### config.mk
export PLATFORM = sky130hd
export DESIGN_NAME = wb_pattern_player
export DESIGN_NICKNAME = d
export VERILOG_FILES = /design/src/rtl/wb_player_pkg.sv /design/src/rtl/wb_player_gap_timer.sv /design/src/rtl/wb_pattern_player.sv
export SDC_FILE = /design/constraint.sdc
export NUM_CORES = 1
export LEC_CHECK = 0
export CAP_MARGIN = 20
export CORE_ASPECT_RATIO = 1.4
export CORE_MARGIN = 10
export CORE_UTILIZATION = 32
export CTS_CLUSTER_SIZE = 28
export DETAILED_ROUTE_END_ITERATION = 6
export GPL_ROUTABILITY_DRIVEN = 0
export GPL_TIMING_DRIVEN = 0
export PLACE_DENSITY = 0.56
export SETUP_SLACK_MARGIN = 0.4
export SLEW_MARGIN = 20
export SYNTH_ARGS = -nofsm -noshare
export SYNTH_HDL_FRONTEND = slang
export SYNTH_HIERARCHICAL = 1
export SYNTH_SLANG_ARGS = --single-unit
### constraint.sdc
create_clock -name wb_clk -period 2.26 [get_ports wb_clk]
set_input_delay 0.452 -clock wb_clk [delete_from_list [all_inputs] [get_ports wb_clk]]
set_output_delay 0.452 -clock wb_clk [all_outputs]
set_load 0.005 [all_outputs]
### src/rtl/wb_player_pkg.sv
// Shared state encoding, bus constants and lane helper for the Wishbone pattern player.
package wb_player_pkg;

  typedef enum logic [2:0] {
    IDLE,
    RD,
    WR,
    BACKOFF,
    GAP
  } state_t;

  localparam logic [2:0] CTI_CLASSIC = 3'b000;
  localparam logic [1:0] BTE_LINEAR  = 2'b00;

  function automatic logic [3:0] lane_sel(input logic [1:0] lane);
    return 4'b0001 << lane;
  endfunction

endpackage

### src/rtl/wb_player_gap_timer.sv
// Loadable down-counter; done pulses for one cycle as the count steps from 1 to 0.
module wb_player_gap_timer #(
  parameter int W = 16
) (
  input  logic         clk_sys,
  input  logic         rst_b,
  input  logic         load,
  input  logic [W-1:0] load_val,
  output logic         done
);

  logic [W-1:0] cnt;

  always_ff @(posedge clk_sys or negedge rst_b) begin
    if (!rst_b)          cnt <= '0;
    else if (load)       cnt <= load_val;
    else if (cnt != '0)  cnt <= cnt - W'(1);
  end

  assign done = (cnt == W'(1));

endmodule

### src/rtl/wb_pattern_player.sv
// Wishbone classic master replaying a ROM word table into a byte-wide output peripheral.
// Define PLAYER_TIMEOUT_EN to add a 1023-cycle stalled-access watchdog.
//   state   | meaning
//   IDLE    | waiting for en_i
//   RD      | table word read (stb low for one setup cycle after a completed access)
//   WR      | one output byte write per access
//   BACKOFF | one idle cycle after rty, then the same access again
//   GAP     | GAP_CYCLES idle cycles after a word
module wb_pattern_player
  import wb_player_pkg::*;
#(
  parameter logic [31:0] SRC_BASE   = 32'h0800_0000,
  parameter int          SRC_WORDS  = 10,
  parameter logic [31:0] DST_BASE   = 32'h9100_0000,
  parameter int          DST_BYTES  = 2,
  parameter int          GAP_CYCLES = 0,
  localparam int         IDX_W      = (SRC_WORDS > 1) ? $clog2(SRC_WORDS) : 1
) (
  input  logic             wb_clk,
  input  logic             wb_rst_n,
  input  logic             en_i,
  input  logic [31:0]      wb_dat_i,
  input  logic             wb_ack_i,
  input  logic             wb_err_i,
  input  logic             wb_rty_i,
  output logic [31:0]      wb_adr_o,
  output logic [31:0]      wb_dat_o,
  output logic [3:0]       wb_sel_o,
  output logic             wb_we_o,
  output logic             wb_cyc_o,
  output logic             wb_stb_o,
  output logic [2:0]       wb_cti_o,
  output logic [1:0]       wb_bte_o,
  output logic             busy_o,
  output logic             err_o,
  output logic [IDX_W-1:0] word_idx_o
);

  state_t           state_q, state_n;
  logic             stb_q, stb_n;
  logic [31:0]      adr_q, adr_n, dat_q, dat_n, rdata_q, rdata_n;
  logic [3:0]       sel_q, sel_n;
  logic [IDX_W-1:0] idx_q, idx_n, idx_nx;
  logic [1:0]       bidx_q, bidx_n, bidx_nx;
  logic             bo_wr_q, bo_wr_n, err_q, err_n;
  logic             gap_load, gap_done, word_end, advance, bus_err, wd_abort;
  logic [31:0]      wr_adr;
  logic [7:0]       wr_byte;

  wb_player_gap_timer #(.W(16)) u_gap (
    .clk_sys  (wb_clk),
    .rst_b    (wb_rst_n),
    .load     (gap_load),
    .load_val (16'(GAP_CYCLES)),
    .done     (gap_done)
  );

`ifdef PLAYER_TIMEOUT_EN
  logic wd_load, wd_done;

  // Every access (including a retried one) starts with stb rising, which reloads the watchdog.
  assign wd_load  = stb_n & ~stb_q;
  assign wd_abort = wd_done & stb_q;

  wb_player_gap_timer #(.W(10)) u_wd (
    .clk_sys  (wb_clk),
    .rst_b    (wb_rst_n),
    .load     (wd_load),
    .load_val (10'd1023),
    .done     (wd_done)
  );
`else
  assign wd_abort = 1'b0;
`endif

  assign bus_err = wb_err_i | wd_abort;

  always_comb begin
    state_n  = state_q;
    stb_n    = stb_q;
    adr_n    = adr_q;
    dat_n    = dat_q;
    sel_n    = sel_q;
    idx_n    = idx_q;
    bidx_n   = bidx_q;
    rdata_n  = rdata_q;
    bo_wr_n  = bo_wr_q;
    err_n    = err_q;
    gap_load = 1'b0;
    word_end = 1'b0;
    advance  = 1'b0;
    idx_nx   = (idx_q == IDX_W'(SRC_WORDS - 1)) ? '0 : idx_q + IDX_W'(1);
    bidx_nx  = bidx_q + 2'd1;
    wr_adr   = DST_BASE + 32'(bidx_nx);
    wr_byte  = 8'(rdata_q >> {bidx_nx, 3'b000});

    case (state_q)
      IDLE: if (en_i) begin
        state_n = RD;
        adr_n   = SRC_BASE + (32'(idx_q) << 2);
        sel_n   = 4'hF;
        stb_n   = 1'b1;
      end
      RD, WR: begin
        // stb low here is the mandatory idle cycle between accesses
        if (!stb_q) stb_n = 1'b1;
        else if (bus_err) begin
          err_n    = 1'b1;
          stb_n    = 1'b0;
          word_end = 1'b1;
        end else if (wb_rty_i) begin
          stb_n   = 1'b0;
          bo_wr_n = (state_q == WR);
          state_n = BACKOFF;
        end else if (wb_ack_i) begin
          stb_n = 1'b0;
          if (state_q == RD) begin
            rdata_n = wb_dat_i;
            bidx_n  = '0;
            adr_n   = DST_BASE;
            dat_n   = {4{wb_dat_i[7:0]}};
            sel_n   = lane_sel(DST_BASE[1:0]);
            state_n = WR;
          end else if (bidx_q == 2'(DST_BYTES - 1)) begin
            word_end = 1'b1;
          end else begin
            bidx_n = bidx_nx;
            adr_n  = wr_adr;
            dat_n  = {4{wr_byte}};
            sel_n  = lane_sel(wr_adr[1:0]);
          end
        end
      end
      BACKOFF: begin
        state_n = bo_wr_q ? WR : RD;
        stb_n   = 1'b1;
      end
      GAP: if (gap_done) advance = 1'b1;
      default: state_n = IDLE;
    endcase

    if (word_end) begin
      if (GAP_CYCLES != 0) begin
        state_n  = GAP;
        gap_load = 1'b1;
      end else begin
        advance = 1'b1;
      end
    end

    // en_i is only looked at here, so a started word always finishes
    if (advance) begin
      idx_n = idx_nx;
      if (en_i) begin
        state_n = RD;
        adr_n   = SRC_BASE + (32'(idx_nx) << 2);
        sel_n   = 4'hF;
      end else begin
        state_n = IDLE;
      end
    end
  end

  always_ff @(posedge wb_clk or negedge wb_rst_n) begin
    if (!wb_rst_n) begin
      state_q <= IDLE;
      stb_q   <= 1'b0;
      adr_q   <= SRC_BASE;
      dat_q   <= '0;
      sel_q   <= '0;
      idx_q   <= '0;
      bidx_q  <= '0;
      rdata_q <= '0;
      bo_wr_q <= 1'b0;
      err_q   <= 1'b0;
    end else begin
      state_q <= state_n;
      stb_q   <= stb_n;
      adr_q   <= adr_n;
      dat_q   <= dat_n;
      sel_q   <= sel_n;
      idx_q   <= idx_n;
      bidx_q  <= bidx_n;
      rdata_q <= rdata_n;
      bo_wr_q <= bo_wr_n;
      err_q   <= err_n;
    end
  end

  assign wb_adr_o   = adr_q;
  assign wb_dat_o   = dat_q;
  assign wb_sel_o   = sel_q;
  assign wb_cyc_o   = stb_q;
  assign wb_stb_o   = stb_q;
  assign wb_we_o    = stb_q & (state_q == WR);
  assign wb_cti_o   = CTI_CLASSIC;
  assign wb_bte_o   = BTE_LINEAR;
  assign busy_o     = (state_q != IDLE);
  assign err_o      = err_q;
  assign word_idx_o = idx_q;

endmodule

==> impl_metrics.tcl <==
set metrics [dict create \
    grt_pass1_wl_mm 18.4 \
    drc_errors 0 \
    yosys_warnings 6 \
    rsz0062_at_grt "true" \
    drv_slew 0 \
    fin_cells 691 \
    coreArea_um2 12900 \
    end_kind "flop" \
    netlist_area_um2 4250 \
    worst_slew_pin_slew_ns 0.542 \
    vdd_drop_max_uv 537 \
    synthTopCellsByArea "dfrtp_1 51%, mux2_2 8.2%, buf_4 5.5%" \
    hold_violations 0 \
    cp-startpoint "state_q[1]" \
    yosysTopAreaCellShare 0.507 \
    first_pass_iters 4 \
    crit_chain "inv_4, ha_4, buf_8, nand3_4, or3_4, a32oi_4, mux2_4" \
    vias 3186 \
    combinationalPowerShare 0.536 \
    drtAntennaViolNets 0 \
    p_seq_frac 0.286 \
    status "finished, final reports clean" \
    fmax_ghz 0.515 \
    vias_per_cell 4.61 \
    io_pins 120 \
    drive_above_1_share 0.363 \
    nets 558 \
    cp-start-kind "flop" \
    max_stage_delay_ns 0.42 \
    switching_share 0.336 \
    crit_required_ns 2.47 \
    clkSlewWorstSetupHoldPaths_ns 0.06 \
    fin_skew_ns 0.00591 \
    cts_tree "done" \
    synth.distinct_cells 59 \
    cts_buffers 9 \
    die_w_um 117 \
    wirelength_mm 11.4 \
    cts_buffer_depth 2 \
    grt_start_max_net_pins 50 \
    cts-root-buf "clkbuf_16" \
    syn_area_per_cell_um2 12.1 \
    cp.arrival_ns 2.16 \
    yosys.area.top_type "dfrtp_1" \
    wl_per_cell_um 16.5 \
    drt-initial-drc-count 91 \
    synth_flop_cell "dfrtp_1" \
    yosysSeqAreaShare 0.513 \
    grt_use_total 0.123 \
    antenna_cells 0 \
    netSwitchingPower_mw 2.95 \
    start_util 0.328 \
    htree_levels 3 \
    clockPowerShare 0.178 \
    maxCapViolations 0 \
    io_buffers 113 \
    critPathMaxFanout 5 \
    internal-power_mw 5.83 \
    fp-row-count 49 \
    die_h_um 156 \
    crit_type "flop to flop" \
    finalCritPeriodShare 0.860 \
    gr-total-overflow 0 \
    rr_startpoint "state_q[1]" \
    dp_cells 648 \
    p_total_mw 8.78 \
    die_area_um2 18300 \
    p_per_area_nw_per_um2 1350 \
    setup_viol 0 \
    grt_antenna_before_repair 0 \
    syn_inst 352 \
    area_delta_synth_final_pct 53.2 \
    cts.sinks 87 \
    synthArstFlopShare 1.00 \
    hpwl_mm 8.38 \
    leakage_nw 3.03 \
    synth_edf_count 0 \
    min_path_type "primary input to async pin" \
    worst_path_max_delay_cell "dfrtp_2" \
    fin_util 0.503 \
    insertion_delay_ns 0.33 \
    fin_crit_ns 1.94 \
    relSlewSlack 0.638 \
    grt_pass1_vias 3543 \
    synth_seq_cells 87 \
]
[layout by cell type (no fill, tap or decap), drive strengths merged, types with 11 or more instances in the layout]
| master | netlist | routed |
|---|---|---|
| clkdlybuf4s50 | 0 | 91 |
| dfrtp | 86 | 86 |
| buf | 40 | 70 |
| mux2 | 34 | 34 |
| o21ai | 27 | 27 |
| and2 | 27 | 27 |
| nand2 | 22 | 22 |
| clkbuf | 6 | 15 |
| dlymetal6s2s | 0 | 12 |
| ha | 12 | 12 |
| mux2i | 11 | 11 |
| a21oi | 11 | 11 |
| inv | 11 | 11 |
[routing by layer]
layer	wire length, um	vias up	track usage	part of all wire
met2	5980	86	0.223	0.52
met4	241	0	0.0472	0.021
met3	806	15	0.0472	0.071
li1	-	1504	-	-
met1	4380	1581	0.125	0.38
met5	0	-	0	0
[path summary, 6_finish.rpt]
path                       slack [ns]  depth (start not counted)            to
hold reg to reg                  0.47                          1         err_o
hold / removal                    0.1                          1   rdata_q[20]
max in group asynchronous        1.48                          2  wb_adr_o[27]
setup / recovery                 0.32                          7    state_q[1]
min in group wb_clk              0.47                          1         err_o
setup reg to reg                 0.32                          7    state_q[1]
[critical path, delay by kind of cell, from the launching register on]
| kind | cells | cell delay (ns) |
|---|---|---|
| buffers and inverters | 2 | 0.18 |
| adders and majority gates | 1 | 0.26 |
| muxes | 1 | 0.32 |
| DFF | 1 | 0.42 |
| AOI/OAI and AO/OA | 1 | 0.21 |
| and+or+nand+nor | 2 | 0.43 |
[power by group through the flow]
stage | registers, mW | clock network [mW] | logic (mW)
6_report | 2.51 | 1.56 | 4.70
2_1_floorplan | 2.45 | 0 | 2.35
4_1_cts | 2.52 | 1.61 | 4.53
3_5_place_dp | 2.56 | 0 | 3.80
5_1_grt | 2.59 | 1.67 | 5.13
3_3_place_gp | 2.54 | 0 | 3.72
[synthesized netlist by cell type (all sizes together) (2+ instances only)]
| master | n |
|---|---|
| a21boi | 2 |
| a21o | 2 |
| a21oi | 11 |
| a32oi | 2 |
| and2 | 27 |
| buf | 40 |
| clkbuf | 6 |
| dfrtp | 86 |
| ha | 12 |
| inv | 11 |
| mux2 | 34 |
| mux2i | 11 |
| mux4 | 8 |
| nand2 | 22 |
| nand2b | 7 |
| nand3 | 6 |
| nor2 | 5 |
| nor2b | 3 |
| nor3 | 2 |
| o21ai | 27 |
| o31ai | 2 |
| xnor2 | 2 |
[what timing repair did]
action	in CTS	in global routing
gates cloned	2	0
hold buffers	0	0
endpoints found under the setup margin	95	86
gates resized for setup	71	38
setup buffers	18	7
pin swaps	30	12
[registers in the layout (all words and copies together) (netlist names)]
signal      cells
state_q         2
err_o           1
bo_wr_q         1
wb_cyc_o        1
wb_dat_o        8
wb_sel_o        4
wb_adr_o       32
rdata_q        32
bidx_q          2
word_idx_o      4
[kinds of logic (layout without fill, tap and decap cells)]
logic type      Yosys count  count (layout)  share of synthesized area
simple gates             82              82                      0.110
buf+inv                  57             214                     0.0857
compound gates           58              58                     0.0922
flops                    87              87                      0.513
xor+xnor                  2               2                    0.00412
other cells               1               5                   0.000883
mux                      53              53                      0.158
fa+ha+maj                12              12                     0.0353
[metrics by stage]
step / setup slack [ns] / area, um2 / hold WS (ns) / setup TNS (ns)
5_1_grt: 0.248 / 6510 / 0.129 / 0
3_5_place_dp: -0.118 / 5690 / 0.455 / -3.33
6_report: 0.317 / 6510 / 0.0977 / 0
3_3_place_gp: -2.50 / 5660 / 0.455 / -218.05
2_1_floorplan: 0.290 / 4310 / 0.156 / 0
4_1_cts: 0.298 / 6340 / 0.108 / 0
[area by class of cell]
cell class	count	area [um2]
clock buffer	10	229
timing repair buffer	141	1400
inverter	11	43.8
tap	178	223
fill	1174	6430
clock inverter	6	85.1
buffer	46	399
sequential	87	2180
multi-input combinational	212	1950
No activity file was read; power rests on OpenSTA's default activity.
